### config.mk
export PLATFORM = sky130hd
export DESIGN_NAME = mem_port_arbiter
export DESIGN_NICKNAME = d
export VERILOG_FILES = /design/src/rtl/mem_arb_pkg.sv /design/src/rtl/mem_port_arbiter_rr_pick2.sv /design/src/rtl/mem_port_arbiter.sv
export SDC_FILE = /design/constraint.sdc
export NUM_CORES = 1
export LEC_CHECK = 0
export CAP_MARGIN = 20
export CORE_MARGIN = 2
export CORE_UTILIZATION = 43
export CTS_CLUSTER_SIZE = 16
export DETAILED_ROUTE_END_ITERATION = 16
export PLACE_DENSITY = 0.84
export SLEW_MARGIN = 10
export SYNTH_ARGS = -nofsm -noshare
export SYNTH_HDL_FRONTEND = slang
export SYNTH_HIERARCHICAL = 1
export SYNTH_SLANG_ARGS = --single-unit
### constraint.sdc
create_clock -name clk -period 2.4 [get_ports clk]
set_clock_uncertainty 0.1 [all_clocks]
set_input_delay 0.36 -clock clk [delete_from_list [all_inputs] [get_ports clk]]
set_output_delay 0.36 -clock clk [all_outputs]
set_load 0.05 [all_outputs]
### src/rtl/mem_arb_pkg.sv
// mem_arb_pkg
//   Shared types for the unified memory-port arbiter.
//   arbstate_t : access sequencer states (IDLE -> ISSUE -> WAIT -> RESP)
//   owner_t    : which requester owns the port (CPU or DMA/boot loader)
package mem_arb_pkg;

  typedef enum logic [1:0] {
    IDLE  = 2'd0,
    ISSUE = 2'd1,
    WAIT  = 2'd2,
    RESP  = 2'd3
  } arbstate_t;

  typedef enum logic {
    OWN_CPU = 1'b0,
    OWN_DMA = 1'b1
  } owner_t;

endpackage

### src/rtl/mem_port_arbiter_rr_pick2.sv
// rr_pick2
//   Combinational two-way round-robin pick.
//   req[0] is the CPU, req[1] is the DMA/boot loader. When both request,
//   the one that did not own the port last wins, so neither can be starved.
// Ports:
//   req         in  2  request vector {dma, cpu}
//   last_owner  in  1  owner of the most recent grant
//   grant_valid out 1  at least one requester is asking
//   grant_owner out 1  requester to grant (meaningful when grant_valid)
module rr_pick2
  import mem_arb_pkg::*;
(
  input  logic [1:0] req,
  input  owner_t     last_owner,
  output logic       grant_valid,
  output owner_t     grant_owner
);

  always_comb begin
    grant_valid = |req;
    grant_owner = OWN_CPU;
    if (req == 2'b11) begin
      if (last_owner == OWN_CPU) grant_owner = OWN_DMA;
      else                       grant_owner = OWN_CPU;
    end else if (req == 2'b10) begin
      grant_owner = OWN_DMA;
    end
  end

endmodule

### src/rtl/mem_port_arbiter.sv
// mem_port_arbiter
//   Shares one unified instruction/data memory port between the multicycle
//   CPU controller and the DMA/boot loader. Each access is one ISSUE cycle
//   (mem_en high), MEM_LAT WAIT cycles, then one RESP cycle in which the
//   owner's ready pulses and rdata holds the captured read data.
// Ports:
//   clk, reset_n                      clock, asynchronous active-low reset
//   cpu_req/we/addr/wdata, cpu_ready  CPU requester (req held until ready)
//   dma_req/we/addr/wdata, dma_ready  DMA requester (req held until ready)
//   rdata                             registered read data, valid with ready
//   mem_en/we/addr/wdata, mem_rdata   memory macro interface
module mem_port_arbiter
  import mem_arb_pkg::*;
#(
  parameter int ADDR_W  = 32,
  parameter int DATA_W  = 32,
  parameter int MEM_LAT = 1
) (
  input  logic              clk,
  input  logic              reset_n,
  input  logic              cpu_req,
  input  logic              cpu_we,
  input  logic [ADDR_W-1:0] cpu_addr,
  input  logic [DATA_W-1:0] cpu_wdata,
  output logic              cpu_ready,
  input  logic              dma_req,
  input  logic              dma_we,
  input  logic [ADDR_W-1:0] dma_addr,
  input  logic [DATA_W-1:0] dma_wdata,
  output logic              dma_ready,
  output logic [DATA_W-1:0] rdata,
  output logic              mem_en,
  output logic              mem_we,
  output logic [ADDR_W-1:0] mem_addr,
  output logic [DATA_W-1:0] mem_wdata,
  input  logic [DATA_W-1:0] mem_rdata
);

  // Counter holds MEM_LAT-1 down to 0, so MEM_LAT=1 gives a 1-bit counter
  // loaded with 0 and a single WAIT cycle.
  localparam int              CNT_W    = $clog2(MEM_LAT + 1);
  localparam logic [CNT_W-1:0] CNT_LOAD = CNT_W'(MEM_LAT - 1);
  localparam logic [CNT_W-1:0] CNT_ONE  = CNT_W'(1);

  arbstate_t         state;
  owner_t            last_owner;
  owner_t            owner_p0;
  logic              we_p0;
  logic [ADDR_W-1:0] addr_p0;
  logic [DATA_W-1:0] wdata_p0;
  logic [CNT_W-1:0]  cnt;
  logic [DATA_W-1:0] rdata_p1;

  logic              grant_valid;
  owner_t            grant_owner;

  rr_pick2 u_pick (
    .req         ({dma_req, cpu_req}),
    .last_owner  (last_owner),
    .grant_valid (grant_valid),
    .grant_owner (grant_owner)
  );

  // Grant stage: payload is captured here so later requester changes
  // cannot disturb the access in flight.
  always_ff @(posedge clk or negedge reset_n) begin
    if (!reset_n) begin
      state      <= IDLE;
      last_owner <= OWN_DMA;
      owner_p0   <= OWN_CPU;
      we_p0      <= 1'b0;
      addr_p0    <= '0;
      wdata_p0   <= '0;
      cnt        <= '0;
      rdata_p1   <= '0;
    end else begin
      case (state)
        IDLE: begin
          if (grant_valid) begin
            owner_p0   <= grant_owner;
            last_owner <= grant_owner;
            if (grant_owner == OWN_CPU) begin
              we_p0    <= cpu_we;
              addr_p0  <= cpu_addr;
              wdata_p0 <= cpu_wdata;
            end else begin
              we_p0    <= dma_we;
              addr_p0  <= dma_addr;
              wdata_p0 <= dma_wdata;
            end
            state <= ISSUE;
          end
        end
        ISSUE: begin
          cnt   <= CNT_LOAD;
          state <= WAIT;
        end
        // Response stage: read data is sampled on the last WAIT cycle;
        // writes leave the previous rdata visible.
        WAIT: begin
          if (cnt == '0) begin
            if (!we_p0) rdata_p1 <= mem_rdata;
            state <= RESP;
          end else begin
            cnt <= cnt - CNT_ONE;
          end
        end
        RESP: begin
          state <= IDLE;
        end
        default: begin
          state <= IDLE;
        end
      endcase
    end
  end

  // Memory command is decoded straight from state so mem_en cannot appear
  // outside ISSUE and drops the instant reset is asserted.
  always_comb begin
    mem_en    = (state == ISSUE);
    mem_we    = (state == ISSUE) && we_p0;
    mem_addr  = addr_p0;
    mem_wdata = wdata_p0;
    rdata     = rdata_p1;
    cpu_ready = (state == RESP) && (owner_p0 == OWN_CPU);
    dma_ready = (state == RESP) && (owner_p0 == OWN_DMA);
  end

endmodule

---- Yosys cells after proc, flatten, opt, wreduce, memory -nomap -nowiden ----
Cells that the tools add are included.
operators by class
  bitwise logic cells ..................... 3
  mux-type cells .......................... 11
  shifts and indexed selects .............. 0
  reductions and logical operators ........ 9
  eq/ne operators ......................... 7
  divide/modulo/power cells ............... 0
  multipliers ............................. 0
  add/subtract/negate cells ............... 1
  magnitude comparators ................... 0
operator list
  cell                                                  count
  two-way mux 32 bit                                    2
  equality test 2 bit (second input constant)           4
  one-hot mux 2 bit (4 select lines)                    1
  two-way mux 1 bit                                     5
  two-way mux 2 bit                                     2
  != test 2 bit (second input constant)                 2
  AND reduction 2 bit                                   2
  logical AND 1 bit                                     3
  NOT 1 bit                                             3
  AND reduction 3 bit                                   1
  equality test 2 x 1 -> 1 bit (second input constant)  1
  zero test 2 bit                                       1
  one-hot mux 1 bit (2 select lines)                    1
  nonzero test 2 bit                                    1
  OR reduction 2 bit                                    1
  subtractor 1 bit (second input constant)              1
storage, ports and cells
  flip-flop bits (word level) ............. 102
  word-level logic and storage cells ...... 39
  output and inout port bits .............. 100
  RAM bits ................................ 0
  bits in read-only memories .............. 0
  bits in latches ......................... 0
  input port bits ......................... 166
  memories ................................ 0

---- Depth between registers and ports, before layout ----
  depth after elaboration ................. 4
  mapped depth ............................ 8

---- By module ----
Netlist, hierarchy kept.
by module, submodules not included
  module            area each (um^2)  times used  cells an instance
  mem_port_arbiter  4933.5            1           381
  rr_pick2          13.8              1           2

---- Worst setup path before layout ----
OpenSTA, ideal clock, no wires.
  path type ............................... reg-to-output
  start point ............................. register state[1]
  end point ............................... output mem_we
  setup slack ............................. 0.514 ns
  cell stages (with the launch flop) ...... 4
  required time ........................... 1.940 ns
  arrival ................................. 1.426 ns
  path through ............................ dfrtp_1 inv_1 ha_1 and2_1
between the ends
  word-level cells in the longest chain between the ends .. 2
ends and longest elaborated chain
  item                          RTL line                 source
  from (decl)                   mem_port_arbiter.sv:45   arbstate_t state;
  from (signal assigned)        mem_port_arbiter.sv:68   state <= IDLE;
  from (signal assigned)        mem_port_arbiter.sv:91   state <= ISSUE;
  from (signal assigned)        mem_port_arbiter.sv:96   state <= WAIT;
  equality test 2 x 1 -> 1 bit  -
  named net mem_en              mem_port_arbiter.sv:32   output logic mem_en,
  logical AND 1 bit             mem_port_arbiter.sv:122  mem_we = (state == ISSUE) && we_p0;
  to (decl)                     mem_port_arbiter.sv:33   output logic mem_we,
The timed path passes the listed nets, and every way through them passes these cells.

---- Worst setup path in the final report ----
  start point ............................. register state[1]
  end point ............................... output dma_ready
between the ends
  word-level cells in the longest chain between the ends .. 2
ends and longest elaborated chain
  item                 RTL line                 source
  equality test 2 bit  mem_port_arbiter.sv:127  dma_ready = (state == RESP) && (owner_p0 == OWN_DMA);
  logical AND 1 bit    mem_port_arbiter.sv:127
  to (decl)            mem_port_arbiter.sv:30   output logic dma_ready,
No other way between the ends.

==> metrics.yaml <==
status:
  status: "finished, final reports clean"
power:
  seq_power_share: 0.251
  power_frac_clock: 0.129
  switching_share: 0.488
  p_int_mw: 6.22
  p_sw_mw: 5.93
  ir_worst_vdd_mv: 0.807
  pwr-share-comb: 0.619
  leakagePower_nw: 3.21
  powerDensity_nw_per_um2: 1520
  power_mw: 12.1
floorplanning:
  row_count: 39
  start_util: 0.437
  num_io_pins: 266
  die-area_um2: 12400
  dieWidth_um: 111
  die_y_um: 111
  core_area_um2: 11300
finish:
  nets: 807
  fillers: 845
  drive_above_1_share: 0.179
  layout_commonest_cell: "clkdlybuf4s50_1"
  area_growth_pct: 61.9
  antenna_cells: 0
  final_cell_mix: "262 x clkdlybuf4s50_1, 100 x dfrtp_1, 81 x a21oi_1"
synth:
  ys_warn_count: 6
  synth_seq_cells: 101
  postSynthAreaPerCell_um2: 12.9
  syn-cell-area_um2: 4950
  syn-num-nets: 553
  synth_cell_types: 22
  synth_top_area_share: 0.506
  synth_area_leaders: "dfrtp_1 51%, mux2i_1 13%, a21oi_1 8.2%, a21oi_4 6.6%, mux2_2 6.4%"
  syn_inst: 383
  yosys.area.top_type: "dfrtp_1"
  seq_area_frac_synth: 0.511
run:
  cap_violations: 0
clocking:
  hold_buffers: 1
  cts_sinks: 101
  htreeDepth: 3
  post_cts_resized: 0
  cts_root_buf: "clkbuf_16"
  clock_latency_ns: 0.34
  clkTransAtPathRegs_ns: 0.07
  cts_made_buffers: 9
  cts_tree: "done"
  postCtsSetupBuffers: 0
  clk_path_buf_depth: 2
critical_path:
  worst-setup-path-type: "reg2out"
  cp-start-kind: "flip-flop"
  worstPathRequired_ns: 1.94
  crit_path_end_kind: "primary output"
  arrival_ns: 1.86
  rr_worst_depth: 5
  path_max_fanout: 4
timing:
  fin_tns_setup_ns: 0
  period_share: 0.968
  final_hold_viol_count: 0
  whs_ns: 0.386
  maxSlewHeadroom: 0.570
  maxSlewViolCount: 0
  max_freq_mhz: 431
  setup_viol_count_final: 0
  fin_crit_ns: 2.32
  rsz0062_at_grt: "no"
  max_slew.worst_pin.slew_ns: 0.645
route:
  route.detailed.drc: 0
  antenna_left: 0
  via_per_inst: 5.08
  vias: 3985
  wl_per_cell_um: 17.8
  first_iter_violations: 138
  firstDrtPassIters: 4
  wl_mm: 13.9
global_route:
  grt-ovfl-total: 0
  grt_max_degree: 50
  grt_antenna_before_repair: 0
  track_usage: 0.226
  grt_first_pass_wirelength_mm: 22.3
  grt_pass1_vias: 4324
placement:
  portBuffers: 265
  dpl.hpwl_mm: 10.7
  gp_congestion: 0.805
hold_path:
  hp-class: "reg2reg"
  hold_path_depth: 1
## per-stage QoR
stage / util / cells / cell area [um2] / setup WS, ns
2_1_floorplan: - / 383 / 4950 / 0.514
3_3_place_gp: 0.678 / 768 / 7680 / 0.323
3_5_place_dp: 0.678 / 768 / 7680 / 0.296
4_1_cts: 0.708 / 785 / 8010 / 0.0718
5_1_grt: 0.708 / 785 / 8010 / 0.00285
6_report: 0.708 / 785 / 8010 / 0.0777
## Yosys cell counts
| master | number |
|---|---|
| dfrtp_1 | 100 |
| a21oi_1 | 81 |
| mux2i_1 | 65 |
| a21oi_2 | 30 |
| mux2_2 | 28 |
| a21oi_4 | 20 |
| buf_2 | 12 |
| buf_6 | 8 |
| clkbuf_1 | 7 |
| mux2_1 | 7 |
| buf_4 | 6 |
| ha_1 | 4 |
| and2_1 | 2 |
| buf_12 | 2 |
| inv_1 | 2 |
| nor2_1 | 2 |
| nor2b_1 | 2 |
| a21boi_1 | 1 |
| and2_4 | 1 |
| dfstp_2 | 1 |
| nand2b_1 | 1 |
| or2_1 | 1 |
## layer usage
layer,part of all wire,wire length [um],global-route usage
met1,0.38,5350,0.262
met2,0.52,7230,0.401
met3,0.070,979,0.0519
met4,0.028,389,0.0947
met5,0,0,0
## final timing paths
check / start / endpoint / slack, ns
worst max-delay path: state[1]$_DFFE_PN0P_ / dma_ready / 0.08
worst min-delay path: rdata[5]$_DFFE_PN0P_ / rdata[5]$_DFFE_PN0P_ / 0.39
worst max register to register: state[0]$_DFFE_PN0P_ / rdata[12]$_DFFE_PN0P_ / 0.60
worst min register to register: rdata[5]$_DFFE_PN0P_ / rdata[5]$_DFFE_PN0P_ / 0.39
max in group asynchronous: reset_n / rdata[19]$_DFFE_PN0P_ / 1.02
min in group asynchronous: reset_n / rdata[7]$_DFFE_PN0P_ / 0.48
## cell families (layout without fill, tap and decap cells)
kind of cell | after synthesis | in the layout | synth area share
AO/OA/AOI/OAI | 132 | 132 | 0.202
buffers and inverters | 37 | 296 | 0.0544
adder cells (fa/ha/maj) | 4 | 4 | 0.0101
flip-flops | 101 | 101 | 0.511
AND/OR/NAND/NOR | 9 | 9 | 0.0109
multiplexers | 100 | 100 | 0.211
## final cells by class
cell class                 instances  area (um2)  area share
sequential                       101        2530       0.316
tap                              143         179      0.0223
multi-input combinational        245        2170       0.270
clock inverter                     7        97.6      0.0122
clock buffer                       9         225      0.0281
inverter                           2        7.51    0.000937
timing repair buffer             278        2810       0.350
## sequential cells by signal (all words and copies together) (netlist names)
name	flops
last_owner	1
mem_addr	32
rdata	32
we_p0	1
owner_p0	1
state	2
mem_wdata	32
## power by group through the flow
stage	Sequential (mW)	Combinational (mW)	Clock [mW]
floorplan	5.85	2.37	0
global placement	3.04	7.42	0
detailed placement	3.08	7.57	0
CTS	3.06	7.58	1.62
global route	3.16	7.85	1.67
finish	3.05	7.52	1.57
## critical path, stage by stage (launching register included)
cell and delay [ns]:
dfrtp_1 0.40, ha_1 0.18, and2_1 0.12, clkdlybuf4s50_1 0.82
No activity file was read; power rests on OpenSTA's default activity.
